<file path="config.mk">
export PLATFORM = sky130hd
export DESIGN_NAME = fib_trace_capture_flat
export DESIGN_NICKNAME = d
export VERILOG_FILES = /design/src/rtl/fib_trace_pkg.sv /design/src/rtl/fib_trace_capture_if.sv /design/src/rtl/fib_trace_fifo.sv /design/src/rtl/fib_trace_capture.sv /design/src/flat_wrapper.sv
export SDC_FILE = /design/constraint.sdc
export NUM_CORES = 1
export LEC_CHECK = 0
export ABC_AREA = 1
export CAP_MARGIN = 20
export CORE_MARGIN = 2
export CORE_UTILIZATION = 51
export CTS_CLUSTER_DIAMETER = 80
export CTS_CLUSTER_SIZE = 24
export DETAILED_ROUTE_END_ITERATION = 7
export PLACE_DENSITY = 0.68
export SYNTH_ARGS = -nofsm -noshare
export SYNTH_HDL_FRONTEND = slang
export SYNTH_SLANG_ARGS = --single-unit
</file>
<file path="constraint.sdc">
create_clock -name clk -period 5.4 [get_ports clk]
set_input_delay 0.81 -clock clk [delete_from_list [all_inputs] [get_ports clk]]
set_output_delay 0.81 -clock clk [all_outputs]
set_load 0.02 [all_outputs]
</file>
<file path="src/rtl/fib_trace_pkg.sv">
// fib_trace_pkg
//   Shared definitions for the fib trace capture path: FSM state encodings,
//   default tuple field width, packed tuple width and field bit offsets.
//   A packed tuple is {i, j, x, y} with i in the most significant bits.
//   Used by the capture block, the trace dumper and the bench.
package fib_trace_pkg;

  typedef enum logic [1:0] {
    ST_IDLE    = 2'd0,
    ST_ARMED   = 2'd1,
    ST_CAPTURE = 2'd2,
    ST_DONE    = 2'd3
  } state_t;

  localparam int W_DEF   = 11;
  localparam int TUPLE_W = 4 * W_DEF;

  // Low bit of each field inside a packed tuple.
  localparam int OFF_I = 3 * W_DEF;
  localparam int OFF_J = 2 * W_DEF;
  localparam int OFF_X = W_DEF;
  localparam int OFF_Y = 0;

endpackage

</file>
<file path="src/rtl/fib_trace_capture_if.sv">
// fib_trace_capture_if
//   Tuple input from the fib core plus the valid/ready drain port towards
//   the trace dumper.
//   in_valid, in_i, in_j, in_x, in_y : core tuple and its valid
//   out_valid, out_data              : FIFO head ({i,j,x,y}, i in MSBs)
//   out_ready                        : consumer accepts the head
//   modport slave  : the capture block
//   modport master : the core/consumer side driving it
interface fib_trace_capture_if
  import fib_trace_pkg::*;
#(
  parameter int W = W_DEF
) ();

  logic           in_valid;
  logic [W-1:0]   in_i;
  logic [W-1:0]   in_j;
  logic [W-1:0]   in_x;
  logic [W-1:0]   in_y;
  logic           out_valid;
  logic           out_ready;
  logic [4*W-1:0] out_data;

  modport master (
    output in_valid, in_i, in_j, in_x, in_y, out_ready,
    input  out_valid, out_data
  );

  modport slave (
    input  in_valid, in_i, in_j, in_x, in_y, out_ready,
    output out_valid, out_data
  );

endinterface

</file>
<file path="src/rtl/fib_trace_fifo.sv">
// fib_trace_fifo
//   Synchronous FIFO with a registered head.
//   clk, rst         : clock, async active-low reset
//   push, wdata      : write request and data (ignored when full without pop)
//   pop              : consume the head (ignored when head not valid)
//   full             : all DEPTH entries occupied
//   head_valid/data  : registered head; valid one cycle after a push into empty
//   Pointers carry one extra wrap bit; full when the wrap bits differ and the
//   index bits match.
module fib_trace_fifo #(
  parameter int W_DATA = 44,
  parameter int DEPTH  = 16
) (
  input  logic              clk,
  input  logic              rst,
  input  logic              push,
  input  logic              pop,
  input  logic [W_DATA-1:0] wdata,
  output logic              full,
  output logic              head_valid,
  output logic [W_DATA-1:0] head_data
);

  localparam int AW = $clog2(DEPTH);
  localparam logic [AW:0] PTR_ONE = {{AW{1'b0}}, 1'b1};

  logic [W_DATA-1:0] mem_r [DEPTH];
  logic [AW:0]       wr_ptr_r;
  logic [AW:0]       rd_ptr_r;
  logic              head_valid_r;
  logic [W_DATA-1:0] head_data_r;

  logic [AW:0]       wr_next_s;
  logic [AW:0]       rd_next_s;
  logic              full_s;
  logic              push_ok_s;
  logic              pop_ok_s;
  logic [W_DATA-1:0] head_next_s;

  // Pointer arithmetic and the value the head register takes next cycle.
  always_comb begin
    full_s      = (wr_ptr_r[AW] != rd_ptr_r[AW]) &&
                  (wr_ptr_r[AW-1:0] == rd_ptr_r[AW-1:0]);
    pop_ok_s    = pop && head_valid_r;
    push_ok_s   = push && (!full_s || pop_ok_s);
    rd_next_s   = pop_ok_s  ? (rd_ptr_r + PTR_ONE) : rd_ptr_r;
    wr_next_s   = push_ok_s ? (wr_ptr_r + PTR_ONE) : wr_ptr_r;
    head_next_s = {W_DATA{1'b0}};
    if (rd_next_s == wr_next_s) begin
      head_next_s = {W_DATA{1'b0}};
    end else if (push_ok_s && (rd_next_s == wr_ptr_r)) begin
      // The entry being written right now becomes the head: bypass the array.
      head_next_s = wdata;
    end else begin
      head_next_s = mem_r[rd_next_s[AW-1:0]];
    end
  end

  // Storage array write port.
  always_ff @(posedge clk) begin
    if (push_ok_s) begin
      mem_r[wr_ptr_r[AW-1:0]] <= wdata;
    end
  end

  // Pointers and registered head.
  always_ff @(posedge clk or negedge rst) begin
    if (!rst) begin
      wr_ptr_r     <= {(AW+1){1'b0}};
      rd_ptr_r     <= {(AW+1){1'b0}};
      head_valid_r <= 1'b0;
      head_data_r  <= {W_DATA{1'b0}};
    end else begin
      wr_ptr_r     <= wr_next_s;
      rd_ptr_r     <= rd_next_s;
      head_valid_r <= (rd_next_s != wr_next_s);
      head_data_r  <= head_next_s;
    end
  end

  assign full       = full_s;
  assign head_valid = head_valid_r;
  assign head_data  = head_data_r;

endmodule

</file>
<file path="src/rtl/fib_trace_capture.sv">
// fib_trace_capture
//   Watches the fib core's {i,j,x,y} tuple, triggers when i matches trig_val,
//   and stores up to CAP_LIMIT distinct consecutive tuples into a FIFO that
//   drains through a valid/ready port.
//   clk, rst  : clock, async active-low reset
//   bus       : tuple input and drain port (slave side)
//   arm       : pulse, IDLE/DONE -> ARMED, clears counters and change filter
//   trig_val  : trigger compare value for i
//   state     : 0 IDLE, 1 ARMED, 2 CAPTURE, 3 DONE
//   cap_cnt   : tuples pushed since last arm
//   drop_cnt  : tuples lost to a full FIFO since last arm, saturating
module fib_trace_capture
  import fib_trace_pkg::*;
#(
  parameter int W         = W_DEF,
  parameter int DEPTH     = 16,
  parameter int CAP_LIMIT = 64,
  parameter int CNT_W     = 8
) (
  input  logic               clk,
  input  logic               rst,
  fib_trace_capture_if.slave bus,
  input  logic               arm,
  input  logic [W-1:0]       trig_val,
  output logic [1:0]         state,
  output logic [CNT_W-1:0]   cap_cnt,
  output logic [CNT_W-1:0]   drop_cnt
);

  localparam int TW = 4 * W;
  localparam logic [CNT_W-1:0] CNT_ONE = {{(CNT_W-1){1'b0}}, 1'b1};
  localparam logic [CNT_W-1:0] CNT_MAX = {CNT_W{1'b1}};
  localparam logic [CNT_W-1:0] CNT_LIM = CNT_W'(CAP_LIMIT);

  state_t           state_r;
  logic [CNT_W-1:0] cap_cnt_r;
  logic [CNT_W-1:0] drop_cnt_r;
  logic [TW-1:0]    prev_r;
  logic             prev_valid_r;

  logic [TW-1:0]    tuple_s;
  logic             trig_hit_s;
  logic             accept_s;
  logic             pop_s;
  logic             push_s;
  logic             arm_ok_s;
  logic             at_limit_s;
  logic [CNT_W-1:0] cap_inc_s;
  logic             fifo_full_s;
  logic             head_valid_s;

  assign tuple_s = {bus.in_i, bus.in_j, bus.in_x, bus.in_y};

  // Trigger, change filter and push/drop decision for the current tuple.
  always_comb begin
    trig_hit_s = (state_r == ST_ARMED) && bus.in_valid && (bus.in_i == trig_val);
    // Candidate tuple that is not a repeat of the last one seen.
    accept_s   = bus.in_valid && ((state_r == ST_CAPTURE) || trig_hit_s) &&
                 !(prev_valid_r && (tuple_s == prev_r));
    pop_s      = head_valid_s && bus.out_ready;
    // A full FIFO still takes the push when its head leaves the same cycle.
    push_s     = accept_s && (!fifo_full_s || pop_s);
    arm_ok_s   = arm && ((state_r == ST_IDLE) || (state_r == ST_DONE));
    cap_inc_s  = cap_cnt_r + CNT_ONE;
    at_limit_s = push_s && (cap_inc_s == CNT_LIM);
  end

  // Capture FSM, change-filter history and counters.
  always_ff @(posedge clk or negedge rst) begin
    if (!rst) begin
      state_r      <= ST_IDLE;
      cap_cnt_r    <= {CNT_W{1'b0}};
      drop_cnt_r   <= {CNT_W{1'b0}};
      prev_r       <= {TW{1'b0}};
      prev_valid_r <= 1'b0;
    end else begin
      case (state_r)
        ST_IDLE, ST_DONE: begin
          if (arm) state_r <= ST_ARMED;
        end
        ST_ARMED: begin
          // CAP_LIMIT of 1 completes on the triggering tuple itself.
          if (trig_hit_s) state_r <= at_limit_s ? ST_DONE : ST_CAPTURE;
        end
        ST_CAPTURE: begin
          if (at_limit_s) state_r <= ST_DONE;
        end
        default: state_r <= ST_IDLE;
      endcase

      if (arm_ok_s) begin
        cap_cnt_r    <= {CNT_W{1'b0}};
        drop_cnt_r   <= {CNT_W{1'b0}};
        prev_valid_r <= 1'b0;
      end else if (accept_s) begin
        prev_r       <= tuple_s;
        prev_valid_r <= 1'b1;
        if (push_s) begin
          cap_cnt_r <= cap_inc_s;
        end else if (drop_cnt_r != CNT_MAX) begin
          drop_cnt_r <= drop_cnt_r + CNT_ONE;
        end
      end
    end
  end

  fib_trace_fifo #(
    .W_DATA (TW),
    .DEPTH  (DEPTH)
  ) u_fifo (
    .clk        (clk),
    .rst        (rst),
    .push       (push_s),
    .pop        (pop_s),
    .wdata      (tuple_s),
    .full       (fifo_full_s),
    .head_valid (head_valid_s),
    .head_data  (bus.out_data)
  );

  assign bus.out_valid = head_valid_s;
  assign state         = state_r;
  assign cap_cnt       = cap_cnt_r;
  assign drop_cnt      = drop_cnt_r;

endmodule

</file>
<file path="src/flat_wrapper.sv">
// flat-port wrapper written by rule: the top's interface ports become plain ports
module fib_trace_capture_flat import fib_trace_pkg::*;
#(
  parameter int W         = W_DEF,
  parameter int DEPTH     = 16,
  parameter int CAP_LIMIT = 64,
  parameter int CNT_W     = 8
)
  (clk, rst, arm, trig_val, state, cap_cnt, drop_cnt, bus_in_valid, bus_in_i, bus_in_j, bus_in_x, bus_in_y, bus_out_ready, bus_out_valid, bus_out_data);
  fib_trace_capture_if #(.W(W)) bus_i ();
  input  logic clk;
  input  logic rst;
  input  logic arm;
  input  logic [W-1:0] trig_val;
  output logic [1:0] state;
  output logic [CNT_W-1:0] cap_cnt;
  output logic [CNT_W-1:0] drop_cnt;
  input wire logic [$bits(bus_i.in_valid)-1:0] bus_in_valid;
  input wire logic [$bits(bus_i.in_i)-1:0] bus_in_i;
  input wire logic [$bits(bus_i.in_j)-1:0] bus_in_j;
  input wire logic [$bits(bus_i.in_x)-1:0] bus_in_x;
  input wire logic [$bits(bus_i.in_y)-1:0] bus_in_y;
  input wire logic [$bits(bus_i.out_ready)-1:0] bus_out_ready;
  output wire logic [$bits(bus_i.out_valid)-1:0] bus_out_valid;
  output wire logic [$bits(bus_i.out_data)-1:0] bus_out_data;
  assign bus_i.in_valid = bus_in_valid;
  assign bus_i.in_i = bus_in_i;
  assign bus_i.in_j = bus_in_j;
  assign bus_i.in_x = bus_in_x;
  assign bus_i.in_y = bus_in_y;
  assign bus_i.out_ready = bus_out_ready;
  assign bus_out_valid = bus_i.out_valid;
  assign bus_out_data = bus_i.out_data;
  fib_trace_capture #(.W(W), .DEPTH(DEPTH), .CAP_LIMIT(CAP_LIMIT), .CNT_W(CNT_W)) u_core (.clk(clk), .rst(rst), .bus(bus_i), .arm(arm), .trig_val(trig_val), .state(state), .cap_cnt(cap_cnt), .drop_cnt(drop_cnt));
endmodule
</file>
==> flow_metrics.tcl <==
set metrics [dict create \
    syn_avg_cell_area_um2 11.19 \
    vdd_drop_max_uv 669.6 \
    syn_to_final_growth_pct 11.12 \
    ys_ff_latch 822 \
    drc 0 \
    cp-startpoint "bus_in_i[2]" \
    p_total_mw 19.77 \
    slew_violations 0 \
    dr.pass1.iters 6 \
    cts_max_level 2 \
    hold_buffers 0 \
    die_area_um2 68640 \
    fin_skew_ns 0.02595 \
    outcome "complete, no violations" \
    arrival_ns 4.28 \
    crit_fanout 25 \
    synth_top_family_by_area "simple AND/OR/NAND/NOR gates" \
    worstSetupEndpointType "flip-flop" \
    finalCritPeriodShare_pct 74.12 \
    relSlewSlack_pct 27.42 \
    hold_viol_final 0 \
    r2r-start "u_core.state[1]" \
    ff2ff_setup_slack_ns 1.89 \
    synth_mux_area_share_pct 0 \
    maxCapViolations 0 \
    yosysWarnings 0 \
    die_w_um 262 \
    worst-setup-path-type "in -> reg" \
    syn_inst 3034 \
    syn_nets 3104 \
    rsz0062_at_grt "no" \
    clockRootBuffer "clkbuf_16" \
    hold_class "in -> async" \
    wl_per_cell_um 21.65 \
    place_congestion 0.8574 \
    detail_route.iter0.violations 2693 \
    netlist_area_um2 33950 \
    boundaryPins 123 \
    grt_antenna_before_repair 1 \
    synthTopCellsByArea "edfxtp_1 (62%), nand2_1 (11%), nand3_1 (9.5%)" \
    insertion_delay_ns 0.61 \
    leakage_nw 14.07 \
    fin_nets 3182 \
    worst_slew_pin_slew_ns 1.089 \
    ant_nets 0 \
    cts_sinks 822 \
    period_needed_ns 4.002 \
    clkTransAtPathRegs_ns 0.09 \
    io_buffers 122 \
    finalHoldWorstSlack_ns 0.3072 \
    grt_pass1_vias 22200 \
    synth_area_leader_cell "edfxtp_1" \
    finalSetupTns_ns 0 \
    synth_xor_area_share_pct 1.238 \
    coreArea_um2 65860 \
    post_cts_resize_count 0 \
    power_density_nw_per_um2 524.1 \
    grt_use_total_pct 25.37 \
    grt_pass1_wl_mm 131.4 \
    grt_overflow 0 \
    synth_cell_types 41 \
    cts_tree "built" \
    drive_gt1_share_pct 5.791 \
    setup_viol 0 \
    vias_per_cell 5.762 \
    cts_setup_buffers 0 \
    cts_buffer_depth 3 \
    synth-simple-area-share_pct 22.47 \
    hpwl_mm 46.57 \
    routed_wirelength_mm 86.77 \
    ys_seq_area_share_pct 70.97 \
    yosysTopAreaCellShare_pct 62.27 \
    cts_made_buffers 41 \
    initial_core_util_pct 51.54 \
    rows 94 \
    synth_adder_area_share_pct 0.3686 \
    required_ns 5.68 \
    die_h_um 262 \
    num_vias 23090 \
    critPathLaunchType "input port" \
    synth_compound_area_share_pct 1.611 \
    grt_max_degree 221 \
    max_freq_mhz 249.9 \
]
flip-flops by register name, indices dropped and copies added (netlist names):
register and flops:
u_core.cap_cnt 8, u_core.drop_cnt 8, u_core.prev_r 44, u_core.prev_valid_r 1, u_core.state 2, u_core.u_fifo.head_data 44
u_core.u_fifo.head_valid 1, u_core.u_fifo.mem_r 704, u_core.u_fifo.rd_ptr_r 5, u_core.u_fifo.wr_ptr_r 5
layout make-up:
cell class | count | area (µm²)
flip-flops and latches | 822 | 24090
clock inverters | 7 | 85.08
fillers | 5390 | 28140
clock buffers | 67 | 1155
repair buffers | 205 | 2021
diodes | 1 | 2.502
multi-input cells | 1934 | 8865
inverters | 108 | 421.7
well taps | 864 | 1081
critical path: stages:
cell,delay (ns)
clkdlybuf4s50_1,0.98
inv_1,0.16
nand2_1,0.10
nand2_1,0.05
inv_1,0.05
nand2_1,0.05
nor2_2,0.09
nand3_2,0.16
a21oi_4,0.27
nand3_4,0.24
inv_4,0.19
nand2_1,0.23
nor2_4,0.54
buf_12,0.32
metal layers:
layer / vias up / part of all wire, % / GRT usage [%] / routed length (µm)
met5: - / 0 / 0 / 0
met4: 0 / 2.9 / 8.098 / 2505
met3: 159 / 7.7 / 3.443 / 6691
met2: 1039 / 48 / 41.91 / 41270
met1: 11330 / 42 / 35.19 / 36310
li1: 10570 / - / - / -
cells by family after synthesis:
logic type,after synthesis
and+or+nand+nor,1776
xor gates and xnor gates,45
AOI/OAI and AO/OA,103
DFF,822
adders and majority gates,10
buffers and inverters,278
power by group:
part,internal [mW],total [mW],switching [mW]
logic,2.70,8.51,5.81
registers,7.47,7.74,0.273
clock network,1.55,3.52,1.97
placed cells by master, fill, tap and decap left out, types with 2 or more instances in the layout:
cell                n
ha_1               10
xnor2_1            20
nand2_2             2
inv_2               6
or2_2               3
nor3_1              3
xor2_4              2
nand3_4             2
clkbuf_1           24
o21ai_1            34
nor3_2              3
edfxtp_1          704
clkdlybuf4s50_1   121
inv_8               2
nand4_1            16
xor2_1             23
o21ai_0            53
clkbuf_16          42
a21oi_1             6
clkinv_4            2
nor2_4             17
inv_1              97
nor2_1             73
buf_4              69
dfrtp_1           118
inv_6               4
o22ai_1             4
nand2_1          1005
nand3_2             3
buf_12             14
nand3_1           644
per-stage QoR:
stage | setup WS (ns) | cell area (µm²) | util (%) | instances
floorplan | 1.316 | 33950 | - | 3034
global placement | 0.9224 | 36480 | 55.39 | 3933
detailed placement | 0.8055 | 36480 | 55.39 | 3933
CTS | 1.434 | 37720 | 57.27 | 4007
global route | 1.223 | 37720 | 57.28 | 4008
finish | 1.398 | 37720 | 57.28 | 4008
worst paths after layout:
| path | to | depth (start not counted) |
|---|---|---|
| hold reg to reg | u_core.prev_r[10] | 2 |
| setup / recovery | u_core.u_fifo.mem_r[12][24] | 14 |
| hold / removal | u_core.cap_cnt[4] | 1 |
| max in group asynchronous | u_core.prev_r[26] | 2 |
| min in group clk | u_core.prev_r[10] | 2 |
| setup reg to reg | u_core.u_fifo.mem_r[12][24] | 13 |
cells in the mapped netlist:
master	n
o21ai_2	1
xor2_1	23
a21oi_1	6
nor2_8	1
o21ai_0	53
nand2_1	1006
buf_2	28
inv_2	8
o22ai_1	4
buf_1	18
nand3_2	3
nand4_1	16
inv_1	98
a21oi_4	1
dfrtp_1	118
nand2_2	2
or2_2	3
a21oi_2	1
xor2_2	1
a21boi_1	1
nor3_2	3
nand3b_1	1
clkinv_1	1
buf_4	2
clkbuf_1	116
nor3_1	3
nand3_4	2
nor2_1	88
xor2_4	1
buf_6	6
xnor2_1	20
nand3_1	644
nor2_4	1
nor2_2	2
o21ai_1	34
and3_1	1
a211oi_1	1
ha_1	10
edfxtp_1	704
o21bai_1	1
inv_4	1
Power figures use the tool's default switching activity.
